### src/rtl/mem_access_unit_if.sv
// Data-memory port of the MEM stage: variable-latency req/ack handshake.
// The master side is the access unit, the slave side is the data memory.
interface mem_access_unit_if #(
  parameter int PROC_BITS     = 32,
  parameter int MEM_ADDR_BITS = 10
);
  logic                     req;
  logic                     we;
  logic [MEM_ADDR_BITS-1:0] addr;
  logic [PROC_BITS-1:0]     wdata;
  logic [3:0]               wstrb;
  logic                     ack;
  logic [PROC_BITS-1:0]     rdata;

  modport master (output req, we, addr, wdata, wstrb, input ack, rdata);
  modport slave  (input req, we, addr, wdata, wstrb, output ack, rdata);
endinterface

### src/rtl/mem_access_unit.sv
// MEM-stage load/store unit: issues one access per instruction, filters loads and
// stalls the pipeline while in flight. Optional ack watchdog: define MEM_TIMEOUT_EN.
module mem_access_unit #(
  parameter int PROC_BITS      = 32,
  parameter int MEM_ADDR_BITS  = 10,
  parameter int TIMEOUT_CYCLES = 255
) (
  input  logic                 clk,
  input  logic                 rst,
  input  logic [PROC_BITS-1:0] i_alu_result,
  input  logic [PROC_BITS-1:0] i_rt_data,
  input  logic                 i_MemRead,
  input  logic                 i_MemWrite,
  input  logic [2:0]           i_ls_filter_op,
  output logic                 o_stall,
  output logic [PROC_BITS-1:0] o_load_data,
  output logic                 o_misaligned,
  output logic                 o_mem_error,
  mem_access_unit_if.master    mem
);

  localparam logic [2:0] OP_B  = 3'b001;
  localparam logic [2:0] OP_H  = 3'b010;
  localparam logic [2:0] OP_BU = 3'b011;
  localparam logic [2:0] OP_HU = 3'b100;

  typedef enum logic [1:0] {IDLE, REQ, DONE} state_t;

  state_t                   state_q, state_d;
  logic                     req_q, req_d;
  logic                     we_q, we_d;
  logic [MEM_ADDR_BITS-1:0] addr_q, addr_d;
  logic [PROC_BITS-1:0]     wdata_q, wdata_d;
  logic [3:0]               wstrb_q, wstrb_d;
  logic [2:0]               op_q, op_d;
  logic [1:0]               lane_q, lane_d;
  logic [PROC_BITS-1:0]     load_data_q, load_data_d;

  logic                 access, is_byte, is_half, misaligned, is_write;
  logic [1:0]           lane;
  logic [PROC_BITS-1:0] st_wdata;
  logic [3:0]           st_wstrb;
  logic [7:0]           rd_byte;
  logic [15:0]          rd_half;
  logic [PROC_BITS-1:0] filtered;
  logic                 unused_addr_bits;

`ifdef MEM_TIMEOUT_EN
  localparam int CNT_BITS = ($clog2(TIMEOUT_CYCLES + 1) > 8) ? $clog2(TIMEOUT_CYCLES + 1) : 8;
  logic [CNT_BITS-1:0] cnt_q, cnt_d;
  logic                error_q, error_d;
`else
  localparam int unused_timeout = TIMEOUT_CYCLES;
`endif

  assign unused_addr_bits = ^i_alu_result[PROC_BITS-1:MEM_ADDR_BITS+2];

  always_comb begin
    access   = i_MemRead | i_MemWrite;
    is_write = i_MemWrite & ~i_MemRead;
    lane     = i_alu_result[1:0];
    is_byte  = (i_ls_filter_op == OP_B) || (i_ls_filter_op == OP_BU);
    is_half  = (i_ls_filter_op == OP_H) || (i_ls_filter_op == OP_HU);
    misaligned = (is_half && lane[0]) || (!is_byte && !is_half && lane != 2'b00);
    if (is_byte) begin
      st_wdata = {4{i_rt_data[7:0]}};
      st_wstrb = 4'b0001 << lane;
    end else if (is_half) begin
      st_wdata = {2{i_rt_data[15:0]}};
      st_wstrb = lane[1] ? 4'b1100 : 4'b0011;
    end else begin
      st_wdata = i_rt_data;
      st_wstrb = 4'b1111;
    end
  end

  // Load filtering works on the latched lane/op, so EX/MEM changes during REQ are harmless.
  always_comb begin
    rd_byte = 8'(mem.rdata >> {lane_q, 3'b000});
    rd_half = lane_q[1] ? mem.rdata[16 +: 16] : mem.rdata[0 +: 16];
    case (op_q)
      OP_B:    filtered = {{(PROC_BITS-8){rd_byte[7]}}, rd_byte};
      OP_BU:   filtered = {{(PROC_BITS-8){1'b0}}, rd_byte};
      OP_H:    filtered = {{(PROC_BITS-16){rd_half[15]}}, rd_half};
      OP_HU:   filtered = {{(PROC_BITS-16){1'b0}}, rd_half};
      default: filtered = mem.rdata;
    endcase
  end

  always_comb begin
    state_d     = state_q;
    req_d       = req_q;
    we_d        = we_q;
    addr_d      = addr_q;
    wdata_d     = wdata_q;
    wstrb_d     = wstrb_q;
    op_d        = op_q;
    lane_d      = lane_q;
    load_data_d = load_data_q;
`ifdef MEM_TIMEOUT_EN
    cnt_d       = cnt_q;
    error_d     = 1'b0;
`endif
    case (state_q)
      IDLE: begin
        if (access && !misaligned) begin
          state_d = REQ;
          req_d   = 1'b1;
          we_d    = is_write;
          addr_d  = i_alu_result[MEM_ADDR_BITS+1:2];
          wdata_d = st_wdata;
          wstrb_d = is_write ? st_wstrb : 4'b0000;
          op_d    = i_ls_filter_op;
          lane_d  = lane;
`ifdef MEM_TIMEOUT_EN
          cnt_d   = '0;
`endif
        end
      end
      REQ: begin
        if (mem.ack) begin
          state_d = DONE;
          req_d   = 1'b0;
          we_d    = 1'b0;
          if (!we_q) load_data_d = filtered;
`ifdef MEM_TIMEOUT_EN
        end else if (cnt_q == CNT_BITS'(TIMEOUT_CYCLES - 1)) begin
          state_d = DONE;
          req_d   = 1'b0;
          we_d    = 1'b0;
          error_d = 1'b1;
        end else begin
          cnt_d   = cnt_q + 1'b1;
`endif
        end
      end
      DONE:    state_d = IDLE;
      default: state_d = IDLE;
    endcase
  end

  always_ff @(posedge clk or negedge rst) begin
    if (!rst) begin
      state_q     <= IDLE;
      req_q       <= 1'b0;
      we_q        <= 1'b0;
      addr_q      <= '0;
      wdata_q     <= '0;
      wstrb_q     <= 4'b0000;
      op_q        <= 3'b000;
      lane_q      <= 2'b00;
      load_data_q <= '0;
`ifdef MEM_TIMEOUT_EN
      cnt_q       <= '0;
      error_q     <= 1'b0;
`endif
    end else begin
      state_q     <= state_d;
      req_q       <= req_d;
      we_q        <= we_d;
      addr_q      <= addr_d;
      wdata_q     <= wdata_d;
      wstrb_q     <= wstrb_d;
      op_q        <= op_d;
      lane_q      <= lane_d;
      load_data_q <= load_data_d;
`ifdef MEM_TIMEOUT_EN
      cnt_q       <= cnt_d;
      error_q     <= error_d;
`endif
    end
  end

  assign o_stall      = ((state_q == IDLE) && access && !misaligned) || (state_q == REQ);
  assign o_misaligned = (state_q == IDLE) && access && misaligned;
  assign o_load_data  = load_data_q;
  assign mem.req      = req_q;
  assign mem.we       = we_q;
  assign mem.addr     = addr_q;
  assign mem.wdata    = wdata_q;
  assign mem.wstrb    = wstrb_q;
`ifdef MEM_TIMEOUT_EN
  assign o_mem_error  = error_q;
`else
  assign o_mem_error  = 1'b0;
`endif

endmodule

### src/flat_wrapper.sv
// flat-port wrapper written by rule: the top's interface ports become plain ports
module mem_access_unit_flat 
#(
  parameter int PROC_BITS      = 32,
  parameter int MEM_ADDR_BITS  = 10,
  parameter int TIMEOUT_CYCLES = 255
)
  (clk, rst, i_alu_result, i_rt_data, i_MemRead, i_MemWrite, i_ls_filter_op, o_stall, o_load_data, o_misaligned, o_mem_error, mem_req, mem_we, mem_addr, mem_wdata, mem_wstrb, mem_ack, mem_rdata);
  mem_access_unit_if #(.PROC_BITS(PROC_BITS), .MEM_ADDR_BITS(MEM_ADDR_BITS)) mem_i ();
  input  logic clk;
  input  logic rst;
  input  logic [PROC_BITS-1:0] i_alu_result;
  input  logic [PROC_BITS-1:0] i_rt_data;
  input  logic i_MemRead;
  input  logic i_MemWrite;
  input  logic [2:0] i_ls_filter_op;
  output logic o_stall;
  output logic [PROC_BITS-1:0] o_load_data;
  output logic o_misaligned;
  output logic o_mem_error;
  output wire logic [$bits(mem_i.req)-1:0] mem_req;
  output wire logic [$bits(mem_i.we)-1:0] mem_we;
  output wire logic [$bits(mem_i.addr)-1:0] mem_addr;
  output wire logic [$bits(mem_i.wdata)-1:0] mem_wdata;
  output wire logic [$bits(mem_i.wstrb)-1:0] mem_wstrb;
  input wire logic [$bits(mem_i.ack)-1:0] mem_ack;
  input wire logic [$bits(mem_i.rdata)-1:0] mem_rdata;
  assign mem_req = mem_i.req;
  assign mem_we = mem_i.we;
  assign mem_addr = mem_i.addr;
  assign mem_wdata = mem_i.wdata;
  assign mem_wstrb = mem_i.wstrb;
  assign mem_i.ack = mem_ack;
  assign mem_i.rdata = mem_rdata;
  mem_access_unit #(.PROC_BITS(PROC_BITS), .MEM_ADDR_BITS(MEM_ADDR_BITS), .TIMEOUT_CYCLES(TIMEOUT_CYCLES)) u_core (.clk(clk), .rst(rst), .i_alu_result(i_alu_result), .i_rt_data(i_rt_data), .i_MemRead(i_MemRead), .i_MemWrite(i_MemWrite), .i_ls_filter_op(i_ls_filter_op), .o_stall(o_stall), .o_load_data(o_load_data), .o_misaligned(o_misaligned), .o_mem_error(o_mem_error), .mem(mem_i));
endmodule
### config.mk
export PLATFORM = sky130hd
export DESIGN_NAME = mem_access_unit_flat
export DESIGN_NICKNAME = d
export VERILOG_FILES = /design/src/rtl/mem_access_unit_if.sv /design/src/rtl/mem_access_unit.sv /design/src/flat_wrapper.sv
export SDC_FILE = /design/constraint.sdc
export NUM_CORES = 1
export LEC_CHECK = 0
export ABC_CLOCK_PERIOD_IN_PS = 2000
export BUFFER_PORTS_ARGS = -buffer_cell sky130_fd_sc_hd__buf_2
export CAP_MARGIN = 20
export CORE_MARGIN = 1.5
export CORE_UTILIZATION = 40
export CTS_BUF_LIST = sky130_fd_sc_hd__clkbuf_8
export DETAILED_ROUTE_END_ITERATION = 12
export PLACE_DENSITY = 0.67
export SYNTH_ARGS = -nofsm -noshare
export SYNTH_HDL_FRONTEND = slang
export SYNTH_SLANG_ARGS = --single-unit
### constraint.sdc
create_clock -name clk -period 2 [get_ports clk]
set_input_delay 0.3 -clock clk [delete_from_list [all_inputs] [get_ports clk]]
set_output_delay 0.3 -clock clk [all_outputs]
set_load 0.05 [all_outputs]
# Yosys cells after proc, flatten, opt, wreduce, memory -nomap -nowiden
# Cells that the tools add are included.
# W data, S select, Z words.
[classes]
n_eq_ne = 11
n_shift = 2
mux = 16
bitwise_logic = 4
reduce_logical = 21
[ops]
columns = ["operator", "n"]
rows = [
  ["$pmux W32 S4", 1],
  ["$mux W32", 2],
  ["$shr A32 B5 Y8", 1],
  ["$mux W16", 1],
  ["$mux W4", 4],
  ["$eq A3 B2 Y1 const B", 4],
  ["$logic_and A1 B1 Y1", 7],
  ["$eq A3 B1 Y1 const B", 2],
  ["$eq A3 B3 Y1 const B", 2],
  ["$reduce_and A3 Y1", 2],
  ["$logic_or A1 B1 Y1", 4],
  ["$mux W2", 2],
  ["$pmux W1 S2", 2],
  ["$pmux W2 S2", 1],
  ["$reduce_and A2 Y1", 2],
  ["$reduce_bool A2 Y1", 2],
  ["$shl A1 B2 Y4 const A", 1],
  ["$logic_not A1 Y1", 3],
  ["$mux W1", 3],
  ["$eq A2 B1 Y1 const B", 1],
  ["$logic_not A2 Y1", 1],
  ["$ne A2 B1 Y1 const B", 1],
  ["$ne A2 B2 Y1 const B", 1],
  ["$not A1 Y1", 2],
  ["other kinds (2)", 2],
]
[totals]
regBits = 87
inputBits = 104
output_inout_bits = 83
word_cells = 63

# Depth between registers and ports, before layout
# Gate-level depths: netlist of the first run.
[logic_depth]
depth_word = 10
ltp_mapped = 7
depth_no_buf = 4

# Least setup slack after synthesis of the first run
# No wires, ideal clock.
[synth_timing]
path_kind = "register to output"
startpoint = "reg u_core.state_q[0]"
endpoint = "out o_misaligned"
arrival_ns = 1.938
required_ns = 1.700
path_slack_ns = -0.238
path_stages_with_launch = 3
path_cell_list = "dfrtp_1 -> nor3_1 -> nor3b_1"
[synth_between]
elab_chain_len = 3
[synth_rtl]
columns = ["item", "line", "text"]
rows = [
  ["start: declaration", "mem_access_unit.sv:29", "state_t state_q, state_d;"],
  ["start signal: assignment", "mem_access_unit.sv:158", "state_q <= state_d;"],
  ["$logic_not A2 Y1", "mem_access_unit.sv:175", "assign o_misaligned = (state_q == IDLE) && access && misaligned;"],
  ["$logic_and A1 B1 Y1 (2 in a row)", "mem_access_unit.sv:175", ""],
  ["end: declaration", "flat_wrapper.sv:19", "output logic o_misaligned;"],
]
# No other way between the ends.

# Worst setup path after layout of the first run
[layout_timing]
startpoint = "reg u_core.state_q[1]"
endpoint = "out o_stall"
[layout_between]
elab_chain_len = 4
elab_cells_between_ends = 5
classes_between = "1 x eq/ne; 4 x reduce/logical"
[layout_rtl]
columns = ["item", "line", "text"]
rows = [
  ["$logic_not A2 Y1", "mem_access_unit.sv:174", "assign o_stall = ((state_q == IDLE) && access && !misaligned) || (state_q == REQ);"],
  ["$logic_and A1 B1 Y1 (2 in a row)", "mem_access_unit.sv:174", ""],
  ["$logic_or A1 B1 Y1 (*)", "mem_access_unit.sv:174", ""],
  ["end: declaration", "flat_wrapper.sv:17", "output logic o_stall;"],
]
# Every way passes the cells marked *; elsewhere a longest branch is shown, timed or not.

==> out/qor.csv, run 1 <==
metric,value,unit
slew_headroom,60.4,%
multi_input_area,2590,sq um
synth.most_common_cell,dfrtp_1,
crit_family,flip-flops,
drive_gt1_share,42.9,%
drv_cap,0,
avgSynthCellArea,10.8,sq um
synth_largest_area_cell,dfrtp_1,
ys_top_cells_by_count,"dfrtp_1 (87), a21oi_1 (37), mux2_4 (31)",
critPathBufInv,1,
power.internal,5260,uW
critical_path.max_fanout,5,
slowest_delay,0.47,ns
boundaryPins,187,
route.detailed.drc,0,
numCtsBuffers,9,
start_util,41.3,%
dp_hpwl,10.5,mm
cts.clk_slew.worst_paths,0.09,ns
cts_setup_buffers,0,
stdcell_area,6270,sq um
cts_tree,yes,
groute.usage.overall,21.8,%
gp_congestion,0.862,
critPathKind,reg -> out,
final.setup.tns,0,ns
nFillCells,1159,
finalHoldViolCount,0,
max_freq,524,MHz
antenna_cells,0,
cts.sinks,87,
path_cells,nor3_4 > o21ai_4 > nand2_1 > buf_2,
die_w,115,um
drtPass1Iterations,4,
drt-vias-per-instance,5.67,
coreArea,12100,sq um
yosysUniqueCellTypes,57,
timing.final.crit_share,95.5,%
vias,4523,
setup_viol,0,
grt_max_degree,52,
cts-htree-levels,3,
ir_worst_vdd,1.04,mV
seq_power_share,27.9,%
cp.arrival,1.61,ns
power_leakage,0.00292,uW
synth_area_leaders,"dfrtp_1 (43%), mux2_4 (9.3%), mux2_2 (5.8%)",
min_period,1.91,ns
synth_top_area_share,43.5,%
power_density,1800,nW/um^2
clockPowerShare,10.6,%
switching_share,53.5,%
synthArstFlopShare,100,%
cp_slowest_cell,dfrtp_1,
r2r-start,u_core.op_q[0]$_DFFE_PN0P_,
grt_pass1_wl,22.5,mm
register_area,2180,sq um
die_area,13200,sq um
place_area,6060,sq um
ys_warn_count,0,
power,11300,uW
ys.flop_type,dfrtp_1,
clockRootBuffer,clkbuf_8,
startpoint,u_core.state_q[1]$_DFFE_PN0P_,
end_kind,output pin,
die_h,115,um
netlist_area,5010,sq um
drt-initial-drc-count,247,
avgRoutedWirePerCell,17.9,um
tightestPinTransition,0.590,ns
power_frac_comb,61.5,%
fin_skew,0.00548,ns
synth_edf_count,0,
hold_class,in -> reg,
overflow,0,
port_buffers,165,
p_sw,6050,uW
insertion_delay,0.36,ns
fin_nets,729,
ant_nets,0,
synth.ff_latch_count,87,
num_rows,40,
status,"finished, final reports clean",
startpoint_type,register,
wl,14.3,mm
min-delay-start,i_alu_result[10],
ys_seq_area_share,43.5,%
synthesis.nets,569,
synthCells,465,
antenna_found_initial,0,
cp.required,1.70,ns
cts.path.max_buffers,2,
final_core_util,51.8,%
grt_pass1_vias,4473,
areaGrowthSynthToFinish,25.2,%
drv_slew,0,
[through the flow]
stage	cells	hold slack, ns	setup slack (ns)
floorplan	465	0.00441	0.171
global placement	781	0.295	0.172
detailed placement	781	0.309	0.142
CTS	798	0.135	0.00835
global route	798	0.130	-0.00328
finish	798	0.157	0.0900
[power by group through the flow]
stage	clock network, uW	registers, uW	logic [uW]
after detailed placement	0	3180	6960
after floorplan	0	5790	2640
after global placement	0	3130	6850
final	1190	3160	6950
after global routing	1300	3270	7340
after CTS	1220	3160	6970
[sequential cells by signal, summed over array words and instances, names as in the netlist]
| register | count |
|---|---|
| u_core.state_q | 2 |
| u_core.o_load_data | 32 |
| u_core.op_q | 3 |
| u_core.mem.wstrb | 4 |
| u_core.mem.req | 1 |
| u_core.mem.addr | 10 |
| u_core.mem.we | 1 |
| u_core.lane_q | 2 |
| u_core.mem.wdata | 32 |
[cells by family after synthesis]
kind of cell,after synthesis,share of synthesized area [%]
other cells,1,0.0749
simple gates,91,9.55
flops,87,43.5
xor+xnor,4,0.700
compound gates,153,21.1
buf+inv,51,5.32
mux,78,19.7
[path summary, 6_finish.rpt]
kind / to / slack [ns] / depth (start not counted)
worst max-delay path: o_stall / 0.09 / 4
worst min-delay path: u_core.mem.addr[8]$_DFFE_PN0P_ / 0.16 / 2
worst max register to register: u_core.o_load_data[30]$_DFFE_PN0P_ / 0.25 / 5
worst min register to register: u_core.mem.req$_DFFE_PN0P_ / 0.50 / 2
max in group asynchronous: u_core.mem.wdata[24]$_DFFE_PN0P_ / 0.91 / 3
min in group asynchronous: u_core.o_load_data[14]$_DFFE_PN0P_ / 0.44 / 2
[cell usage in the layout (no fill, tap or decap), types with 3 or more instances in the layout]
cell type,count
mux2_4,31
buf_2,163
buf_4,20
o21ai_0,25
a211oi_1,5
nand3_1,3
a21oi_1,37
a22o_1,6
nand2_1,28
clkbuf_8,10
o221ai_1,3
o211ai_1,5
nor2b_1,7
mux2_2,26
nand3b_1,4
mux2_1,6
a221oi_1,20
a32oi_1,5
xnor2_1,3
buf_12,4
a22oi_1,8
dfrtp_1,87
nor4b_1,9
a32o_1,6
mux2i_1,14
a21boi_0,4
o22ai_1,12
nor2_1,28
inv_1,11
[metal layers]
metal	up-vias	share of wire, %	global-route usage, %
met3	38	8.9	6.17
met1	2186	41	28.1
met4	0	3.1	10.0
met5	-	0	0
met2	220	46	34.2
li1	2079	-	-
[what timing repair did]
item	4_1_cts	5_1_grt
endpoints found under the setup margin	2	2
gates resized for setup	1	2
pin swaps	0	0
hold endpoints to repair	36	0
hold buffers	1	0
[final cells by class]
class,instances,share of cell area (%)
multi-input cells,327,41.4
clock inverters,6,0.719
repair buffers,189,17.0
inverters,11,0.659
flip-flops and latches,87,34.7
well taps,168,3.35
clock buffers,10,2.20
Note: power is estimated with default switching activity, not from simulation.
==> run 2, diff against run 1 <==
==> constraint.sdc (replaced) <==
create_clock -name clk -period 2 [get_ports clk]
set_input_delay 0.3 -clock clk [delete_from_list [all_inputs] [get_ports clk]]
set_output_delay 0.3 -clock clk [all_outputs]
set_load 0.02 [all_outputs]
==> out/qor.csv, run 2 (synthesized netlist as in run 1, its figures left out) <==
metric,value,unit
placedCellCount,785,
critPathBufInv,3,
final.setup.tns,0,ns
setup_viol,0,
tightestPinTransition,0.589,ns
finalNonFillerCells,804,
route.detailed.drc,0,
slowest_delay,0.43,ns
num_rows,40,
layout_commonest_cell,buf_2,
die_area,13200,sq um
path_cells,nor3_2 > buf_4 > o21ai_4 > buf_12 > nand2_1 > buf_2,
hold_class,in -> reg,
startpoint_type,register,
grt_pass1_wl,22.4,mm
reg2regPathDepth,5,
ant_nets,0,
antenna_found_initial,0,
start_util,41.3,%
overflow,0,
drv_slew,0,
pre_cts_ws,0.160,ns
critPathKind,reg -> out,
end_kind,output pin,
cts.path.max_buffers,2,
wl,14.3,mm
numCtsBuffers,9,
fin_nets,736,
vias,4511,
drive_gt1_share,43.9,%
cp.arrival,1.61,ns
power_density,1530,nW/um^2
timing.final.crit_share,95.7,%
crit_cells,6,
final_core_util,52.4,%
whs_path_depth,2,
avgRoutedWirePerCell,17.7,um
rsz0062_at_grt,no,
drv_cap,0,
groute.usage.overall,21.6,%
max_freq,523,MHz
clockRootBuffer,clkbuf_8,
areaGrowthSynthToFinish,26.9,%
dp_hpwl,10.4,mm
cp_slowest_cell,dfrtp_2,
drt-vias-per-instance,5.61,
status,"finished, final reports clean",
drt-initial-drc-count,304,
min_period,1.91,ns
die_h,115,um
grt_pass1_vias,4441,
crit_family,buffers and inverters,
cts_tree,yes,
coreArea,12100,sq um
critical_path.max_fanout,23,
drtPass1Iterations,5,
insertion_delay,0.38,ns
fin_ws,0.0863,ns
ir_worst_vdd,0.849,mV
cts-htree-levels,3,
slew_headroom,60.7,%
power_leakage,0.00297,uW
cts.clk_slew.worst_paths,0.09,ns
gp_congestion,0.857,
finalHoldViolCount,0,
boundaryPins,187,
cp.required,1.70,ns
grt_max_degree,52,
die_w,115,um
cts.sinks,87,
mostFrequentLayoutCells,"buf_2 (164), dfrtp_1 (85), a21oi_1 (37), mux2_4 (31)",
port_buffers,165,
fin_skew,0.0107,ns
antenna_cells,0,
run 2: timing repair:
action                                 CTS  global route
hold buffers                             1             0
setup endpoints to repair                1             7
endpoints found under the hold margin   36             0
buffers inserted                         0             3
gates resized for setup                  1             3
run 2: power breakdown:
part           total, uW  switching, uW  internal, uW  leakage (uW)
sequential          3170            580          2590       0.00101
clock               1390            690           705      0.000102
combinational       5160           2940          2220       0.00186
run 2: per-layer routing:
metal	up-vias	wire length (um)	global-route usage [%]
met3	25	1300	6.43
met4	0	288	7.98
met1	2178	5840	26.5
met2	226	6830	36.2
met5	-	0	0
li1	2082	-	-
run 2: cell type report:
type                       instances  area [sq um]
tap                              168           210
clock buffer                       9           124
fill                            1109          5760
clock inverter                     6          92.6
timing repair buffer             196          1110
inverter                          11          41.3
multi-input combinational        327          2590
sequential                        87          2180
run 2: metrics by stage:
stage	power, uW	cell area, sq um	hold slack (ns)
6_report	9730	6350	0.147
3_3_place_gp	8180	6090	0.292
3_5_place_dp	8310	6090	0.305
4_1_cts	9750	6320	0.122
2_1_floorplan	6620	5010	0.00441
5_1_grt	10300	6350	0.132
run 2: path summary, 6_finish.rpt:
kind | slack, ns | to | startpoint
max in group asynchronous | 0.92 | u_core.state_q[0]$_DFFE_PN0P_ | rst
worst max-delay path | 0.09 | o_stall | u_core.state_q[0]$_DFFE_PN0P_
worst max register to register | 0.22 | u_core.o_load_data[0]$_DFFE_PN0P_ | u_core.op_q[0]$_DFFE_PN0P_
min in group asynchronous | 0.43 | u_core.o_load_data[11]$_DFFE_PN0P_ | rst
worst min register to register | 0.48 | u_core.mem.req$_DFFE_PN0P_ | u_core.mem.req$_DFFE_PN0P_
worst min-delay path | 0.15 | u_core.mem.addr[8]$_DFFE_PN0P_ | i_alu_result[10]
==> run 3, diff against run 2 <==
Settings changed: ABC_CLOCK_PERIOD_IN_PS 2000 to 1800.
Clock period 2 ns to 1.8 ns, I/O delays scaled along.
==> out/qor.csv, run 3 (synthesized netlist as in run 1, its figures left out) <==
metric,value,unit
insertion_delay,0.38,ns
overflow,0,
clockRootBuffer,clkbuf_8,
pre_cts_ws,0.000223,ns
numCtsBuffers,9,
drt-initial-drc-count,270,
cp.arrival,1.48,ns
cp.required,1.53,ns
fin_ws,0.0480,ns
timing.final.crit_share,97.3,%
antenna_cells,0,
end_kind,output pin,
drv_slew,0,
startpoint_type,register,
boundaryPins,187,
areaGrowthSynthToFinish,28.5,%
mostFrequentLayoutCells,"buf_2 (162), dfrtp_1 (84), a21oi_1 (37), mux2_4 (31), buf_4 (30)",
cts.clk_slew.worst_paths,0.10,ns
power.internal,6150,uW
power,10900,uW
avgRoutedWirePerCell,17.4,um
globalRouteMet1Util,26.7,%
grt_util_met2,35.8,%
cts_tree,yes,
grt_pass1_vias,4341,
power_leakage,0.00301,uW
critical_path.max_fanout,2,
p_sw,4730,uW
gp_congestion,0.853,
drv_cap,0,
min_period,1.75,ns
start_util,41.3,%
slew_headroom,64.9,%
seq_power_share,31.9,%
drt-vias-per-instance,5.53,
globalRoute.busiestLayer,met2,
num_rows,40,
cts-htree-levels,3,
finalHoldViolCount,0,
groute.usage.overall,21.5,%
drtPass1Iterations,6,
ant_nets,0,
die_h,115,um
power_density,1690,nW/um^2
grtUsageMet3,5.59,%
switching_share,43.5,%
cts.sinks,87,
vias,4474,
die_w,115,um
grt_pass1_wl,22.2,mm
status,"finished, final reports clean",
setup_viol,0,
grt_max_degree,41,
max_freq,571,MHz
coreArea,12100,sq um
cts.path.max_buffers,2,
critPathKind,reg -> out,
antenna_found_initial,0,
layout_commonest_cell,buf_2,
ir_worst_vdd,0.856,mV
wl,14.1,mm
route.detailed.drc,0,
port_buffers,165,
rsz0062_at_grt,yes,
drive_gt1_share,44.8,%
die_area,13200,sq um
hold_class,in -> reg,
final.setup.tns,0,ns
power_frac_comb,54.3,%
dp_hpwl,10.3,mm
clockPowerShare,13.8,%
tightestPinTransition,0.527,ns
fin_skew,0.0106,ns
fin_nets,740,
-- run 3: power by group through the flow --
| stage | clock [uW] | sequential, uW | combinational [uW] |
|---|---|---|---|
| after CTS | 1530 | 3460 | 5900 |
| after global routing | 1600 | 3590 | 6370 |
| after floorplan | 0 | 4460 | 2890 |
| after global placement | 0 | 3470 | 5660 |
| after detailed placement | 0 | 3480 | 5780 |
| final | 1500 | 3470 | 5900 |
-- run 3: through the flow --
step | utilization, % | cells | hold slack [ns] | cell area (sq um)
after floorplan | - | 465 | -0.0256 | 5010
after global placement | 50.4 | 788 | 0.280 | 6110
after detailed placement | 50.4 | 788 | 0.284 | 6110
after CTS | 53.0 | 810 | 0.0937 | 6420
after global routing | 53.1 | 809 | 0.0963 | 6430
final | 53.1 | 809 | 0.114 | 6430
-- run 3: per-layer routing --
| metal | routed length (um) | share of wire [%] |
|---|---|---|
| met5 | 0 | 0 |
| met4 | 266 | 1.9 |
| met3 | 1040 | 7.4 |
| met2 | 6750 | 48 |
| met1 | 6030 | 43 |
-- run 3: worst paths after layout --
path                                                     from                                  to  slack [ns]  depth (start not counted)
worst max-delay path            u_core.state_q[0]$_DFFE_PN0P_                        o_misaligned        0.05                          4
worst min register to register     u_core.mem.req$_DFFE_PN0P_          u_core.mem.req$_DFFE_PN0P_        0.49                          2
min in group asynchronous                                 rst  u_core.o_load_data[14]$_DFFE_PN0P_        0.40                          2
worst min-delay path                         i_alu_result[10]      u_core.mem.addr[8]$_DFFE_PN0P_        0.11                          2
worst max register to register  u_core.state_q[0]$_DFFE_PN0P_    u_core.mem.wdata[26]$_DFFE_PN0P_        0.10                          6
max in group asynchronous                                 rst       u_core.state_q[1]$_DFFE_PN0P_        0.74                          3
-- run 3: timing repair --
| action | 4_1_cts | 5_1_grt |
|---|---|---|
| hold endpoints to repair | 38 | 0 |
| hold buffers | 1 | 0 |
| pin swaps | 1 | 1 |
| endpoints found under the setup margin | 2 | 13 |
| setup buffers | 4 | 0 |
| cloned | 1 | 0 |
| gates resized for setup | 8 | 7 |
-- run 3: layout make-up --
class / instances / area (sq um)
Fill cell: 1137 / 5680
Multi-Input combinational cell: 327 / 2620
Sequential cell: 87 / 2180
Timing Repair Buffer: 200 / 1170
Tap cell: 168 / 210
Clock buffer: 10 / 138
Clock inverter: 6 / 75.1
Inverter: 11 / 41.3
-- run 3: worst max-delay path, cell delays in order, from the launching register on --
cell and delay (ns):
dfrtp_1 0.40, nor3_2 0.21, buf_4 0.16, nor3b_4 0.19, buf_6 0.14
